===== src/rtl/seven_seg_display_driver.sv =====
// 8-digit multiplexed common-anode hex display for the processor's V0/V1 debug words.
// V0/V1/Sel are snapshotted once per scan frame so a frame never shows a torn value.
module seven_seg_display_driver #(
  parameter int unsigned CLK_DIV  = 100000,
  parameter bit          LZ_BLANK = 1'b1
) (
  input  logic        Clk,
  input  logic        Reset,
  input  logic [31:0] V0,
  input  logic [31:0] V1,
  input  logic [1:0]  Sel,
  input  logic        Freeze,
  output logic [7:0]  an,
  output logic [6:0]  seg,
  output logic        dp,
  output logic        FrameDone
);

  localparam int unsigned PW = (CLK_DIV > 1) ? $clog2(CLK_DIV) : 1;

  typedef enum logic [1:0] {
    MODE_V0     = 2'b00,
    MODE_V1     = 2'b01,
    MODE_SPLIT  = 2'b10,
    MODE_V0_ALT = 2'b11
  } mode_e;

  logic [PW-1:0] presc_q;
  logic [2:0]    idx_q;
  logic [63:0]   snap_q;
  mode_e         mode_q;
  logic [7:0]    an_q, an_d;
  logic [6:0]    seg_q, seg_d;
  logic          dp_q, dp_d;

  logic          tick, load;
  logic [31:0]   w;
  logic [3:0]    cur_nib;
  logic [7:0]    blank;
  logic          run;
  logic [2:0]    d;

  function automatic logic [6:0] hex7(input logic [3:0] n);
    case (n)
      4'h0: hex7 = 7'h40;  4'h1: hex7 = 7'h79;  4'h2: hex7 = 7'h24;  4'h3: hex7 = 7'h30;
      4'h4: hex7 = 7'h19;  4'h5: hex7 = 7'h12;  4'h6: hex7 = 7'h02;  4'h7: hex7 = 7'h78;
      4'h8: hex7 = 7'h00;  4'h9: hex7 = 7'h10;  4'hA: hex7 = 7'h08;  4'hB: hex7 = 7'h03;
      4'hC: hex7 = 7'h46;  4'hD: hex7 = 7'h21;  4'hE: hex7 = 7'h06;  default: hex7 = 7'h0E;
    endcase
  endfunction

  assign tick      = (presc_q == PW'(CLK_DIV - 1));
  assign load      = tick && (idx_q == 3'd7) && !Freeze;
  assign FrameDone = load && !Reset;

  always_comb begin
    case (mode_q)
      MODE_V1:    w = snap_q[63:32];
      MODE_SPLIT: w = {snap_q[47:32], snap_q[15:0]};
      default:    w = snap_q[31:0];
    endcase
  end

  assign cur_nib = w[{idx_q, 2'b00} +: 4];

  // Walk from the top digit down, tracking "all nibbles so far are zero";
  // split mode restarts the run at digit 3 so each half blanks on its own.
  always_comb begin
    blank = '0;
    run   = 1'b1;
    d     = '0;
    for (int unsigned k = 0; k < 8; k++) begin
      d = 3'(7 - k);
      if (mode_q == MODE_SPLIT && d == 3'd3) run = 1'b1;
      run      = run && (w[{d, 2'b00} +: 4] == 4'h0);
      blank[d] = LZ_BLANK && run && (d != 3'd0) && !(mode_q == MODE_SPLIT && d == 3'd4);
    end
  end

  always_comb begin
    an_d  = blank[idx_q] ? '1 : ~(8'b1 << idx_q);
    seg_d = hex7(cur_nib);
    dp_d  = !(mode_q == MODE_SPLIT && idx_q == 3'd4);
  end

  always_ff @(posedge Clk) begin
    if (Reset) begin
      presc_q <= '0;
      idx_q   <= '0;
      snap_q  <= '0;
      mode_q  <= MODE_V0;
      an_q    <= '1;
      seg_q   <= '1;
      dp_q    <= 1'b1;
    end else begin
      presc_q <= tick ? '0 : presc_q + 1'b1;
      if (tick) idx_q <= idx_q + 3'd1;
      if (load) begin
        snap_q <= {V1, V0};
        mode_q <= mode_e'(Sel);
      end
      an_q  <= an_d;
      seg_q <= seg_d;
      dp_q  <= dp_d;
    end
  end

  assign an  = an_q;
  assign seg = seg_q;
  assign dp  = dp_q;

endmodule

===== config.mk =====
export PLATFORM = sky130hd
export DESIGN_NAME = seven_seg_display_driver
export DESIGN_NICKNAME = d
export VERILOG_FILES = /design/src/rtl/seven_seg_display_driver.sv
export SDC_FILE = /design/constraint.sdc
export NUM_CORES = 1
export LEC_CHECK = 0
export CORE_MARGIN = 4
export CORE_UTILIZATION = 45
export CTS_CLUSTER_SIZE = 8
export DETAILED_ROUTE_END_ITERATION = 10
export PLACE_DENSITY = 0.74
export SYNTH_ARGS = -nofsm -noshare
export SYNTH_HDL_FRONTEND = slang
export SYNTH_SLANG_ARGS = --single-unit

===== constraint.sdc =====
create_clock -name Clk -period 4.05 [get_ports Clk]
set_input_delay 0.6075 -clock Clk [delete_from_list [all_inputs] [get_ports Clk]]
set_output_delay 0.6075 -clock Clk [all_outputs]
set_load 0.02 [all_outputs]

==> results by group <==
Clock network
  – CTS tree: yes
  – Clock root buffer: clkbuf_8
  – CTS clk-pin slew, worst paths: about 100 ps
  – Cts hold-fix bufs: 0
  – CTS HTree Levels: 3
  – CTS resizes: 0
  – Setup Fix Bufs, Post-CTS: 0
  – Clock Latency Late Sink: between 300 and 400 ps
  – Clock Sinks: slightly above 100
  – Clock tree buffer depth: 2
  – Cts bufs inserted: 9

Drt
  – Number of remaining DRC errors: 0
  – Routed Antenna Nets: 0
  – Via count: about 4400
  – Avg WL per Cell: 15.3 microns
  – Vias per inst: roughly 5.5
  – Initial DRC count: between 300 and 400
  – Drt first pass iters: 5
  – Post-Route WL: ~12 mm

Synth
  – Mapped Cells: ~600
  – Netlist cell types: 56
  – Synth Area per Inst: 8.08 sq um
  – Post-synth EDFFs: 0
  – Main flop type after synthesis: dfxtp_1
  – Cell area after synthesis: slightly below 0.005 sq mm
  – Sequential-to-total area share from yosys stat: around 42%
  – Syn_nets: 681
  – Register bit total from synthesis: approximately 100
  – Yosys synthesis warning count: 0
  – Fraction of registers with async set/reset: 0%

Die
  – Initial Util: a little under half
  – Die Y: roughly 110 microns
  – FP Rows: 37
  – Core ar.: 0.0104 sq mm
  – # IOs: 86
  – Die width: between 100 and 150 microns
  – Die area: about 0.012 sq mm

Layout
  – Multi-input gate area: approximately 0.0025 sq mm
  – # fillers: 1001
  – Final nets: between 700 and 800
  – N_diodes: 0
  – P&R area growth vs syn: 21.6%
  – Layout cells sized above 1: under 10%
  – Cell Count, Final, Fillers Out: 799
  – Fin area: slightly below 0.006 sq mm
  – FF+latch area: 0.00204 sq mm

Global routing
  – Initial antenna violation count: 0
  – Largest net degree at the start of global routing: 81
  – GRT Residual Overflow: 0
  – GRT met3 Usage: just over 4%
  – Gr busiest metal: met2
  – GR Layer Usage met2: 30.8%
  – Total GRT Usage: 19.4%
  – First-pass GRT wire length: 20.1 mm
  – M1 GR Usage: between 20% and 30%
  – Vias in the first global route: 4225

Setup path
  – Worst Path Required: roughly 3400 ps
  – Startpoint Class: flop
  – CP Class: reg -> out
  – Worst Path Buf+Inv: 1
  – CP max FO: 4
  – CP max-delay cell: clkdlybuf4s50_1
  – Top cell family by delay on the critical path: simple AND/OR/NAND/NOR gates
  – Arr. time, crit path: between 3000 and 4000 ps
  – Worst Setup End Kind: output pin
  – CP Cell Sequence: ha_1, nand2_1, or4_4, or4_1, nor4b_1, clkdlybuf4s50_1
  – Worst stage delay on the critical path: a little under 700 ps

STA
  – Actual slew at the worst max-slew pin: approximately 800 ps
  – Tmin final: approximately 3700 ps
  – Setup TNS: 0 ps
  – Max Fclk: ~270 MHz
  – RSZ-0062 raised after global routing: no
  – Min Hold Slack: 459 ps
  – Final period util: 90.4%
  – Layout Skew: between 15 and 20 ps
  – Slew HR: approximately 47%
  – Max-slew violations: 0
  – Final hold violations: 0
  – Setup violators final: 0

Place
  – Post-DP HPWL: roughly 9.0 mm
  – Cell Count Post-Placement: 783
  – Port Buf Inserts: between 80 and 90
  – RD Place Congestion: a little under 0.9
  – DP Area: 0.00567 sq mm

Pwr
  – Leakage: 2.01 nW
  – Power consumption: between 1.5 and 2 mW
  – Peak VDD IR: 148 uV
  – Pwr Density: 302 mW/mm^2

Flow run
  – Max-Cap Viols: 0

Outcome
  – Status: finished clean

Worst hold path
  – Hold Path Class: reg -> reg
==> routing by layer <==
layer | wire, microns | vias up
li1 | - | 2188
met1 | 5420 | 2021
met2 | 5600 | 150
met3 | 898 | 27
met4 | 276 | 0
met5 | 0 | -
==> synth_stat cells (all sizes together) (7+ instances only) <==
master / instances / area [sq um]
buf: 24 / 164
inv: 19 / 71.3
ha: 14 / 175
xnor2: 7 / 61.3
a221oi: 8 / 76.3
nor2: 32 / 120
xor2: 8 / 70.1
nor3: 10 / 50.1
a22o: 8 / 70.1
a22oi: 14 / 105
a21oi: 75 / 375
o21ai: 18 / 90.1
clkbuf: 17 / 63.8
nand3: 16 / 80.1
a221o: 10 / 100
nand2: 161 / 604
dfxtp: 102 / 2040
mux2i: 7 / 70.1
==> tightest hold or removal path: stages, from the launching register on <==
cell,delay (ps)
dfxtp_1,320
nand2_1,50
a21oi_1,50
==> cell usage in the layout, fill, tap and decap left out, types with 2 or more instances in the layout <==
| cell | netlist | layout |
|---|---|---|
| a211o_1 | 2 | 2 |
| a211oi_1 | 2 | 2 |
| a21oi_1 | 75 | 75 |
| a221o_1 | 10 | 10 |
| a221oi_1 | 7 | 7 |
| a22o_1 | 8 | 8 |
| a22oi_1 | 14 | 14 |
| a31oi_1 | 2 | 2 |
| buf_4 | 3 | 4 |
| clkbuf_8 | 0 | 9 |
| clkdlybuf4s50_1 | 0 | 84 |
| dfxtp_1 | 102 | 102 |
| ha_1 | 14 | 14 |
| inv_1 | 18 | 18 |
| inv_6 | 0 | 3 |
| mux2_2 | 3 | 3 |
| mux2i_1 | 7 | 7 |
| mux4_2 | 2 | 2 |
| nand2_1 | 161 | 161 |
| nand3_1 | 16 | 16 |
| nand4_1 | 2 | 2 |
| nor2_1 | 32 | 32 |
| nor2b_1 | 4 | 4 |
| nor3_1 | 10 | 10 |
| nor4_1 | 4 | 4 |
| o21ai_0 | 17 | 17 |
| o221ai_1 | 2 | 2 |
| o22ai_1 | 2 | 2 |
| or2_1 | 2 | 2 |
| xnor2_1 | 7 | 7 |
| xor2_1 | 8 | 8 |
==> path summary, 6_finish.rpt <==
| check | slack, ps | from | to | cells after the start |
|---|---|---|---|---|
| setup / recovery | 390 | presc_q[0]$_SDFF_PP0_ | FrameDone | 6 |
| hold / removal | 460 | snap_q[23]$_SDFFE_PP0P_ | snap_q[23]$_SDFFE_PP0P_ | 2 |
| setup reg to reg | 710 | mode_q[0]$_SDFFE_PP0P_ | seg[2]$_SDFF_PP1_ | 11 |
| hold reg to reg | 460 | snap_q[23]$_SDFFE_PP0P_ | snap_q[23]$_SDFFE_PP0P_ | 2 |
==> sequential cells by signal, summed over array words and instances (netlist names) <==
signal	count
seg	7
presc_q	17
dp	1
an	8
snap_q	64
mode_q	2
idx_q	3
==> metrics by stage <==
stage / util [%] / setup slack [ps]
3_5_place_dp: 54.5 / 813
3_3_place_gp: 54.5 / 887
6_report: 56.4 / 389
5_1_grt: 56.4 / 236
2_1_floorplan: - / 1160
4_1_cts: 56.4 / 362
==> cell type report <==
| type | count | share of cell area (%) |
|---|---|---|
| multi-input cells | 436 | 42.5 |
| inverters | 19 | 1.21 |
| repair buffers | 90 | 15.2 |
| flip-flops and latches | 102 | 34.7 |
| clock buffers | 10 | 2.17 |
| clock inverters | 6 | 1.28 |
| well taps | 136 | 2.90 |
==> logic make-up (layout without fill, tap and decap cells) <==
kind of cell,after synthesis,count (layout),synth area share (%)
AOI/OAI and AO/OA,153,153,20.7
DFF,102,102,42.2
buffers and inverters,60,125,6.18
and+or+nand+nor,242,242,21.5
xor gates and xnor gates,15,15,2.72
muxes,12,12,3.08
adders and majority gates,14,14,3.62
==> power breakdown <==
part	internal, mW	leakage (nW)	switching (mW)
sequential	1.01	0.825	0.00339
clock	0.297	0.0998	0.362
combinational	0.0700	1.09	0.0359
No activity file was read; power rests on OpenSTA's default activity.
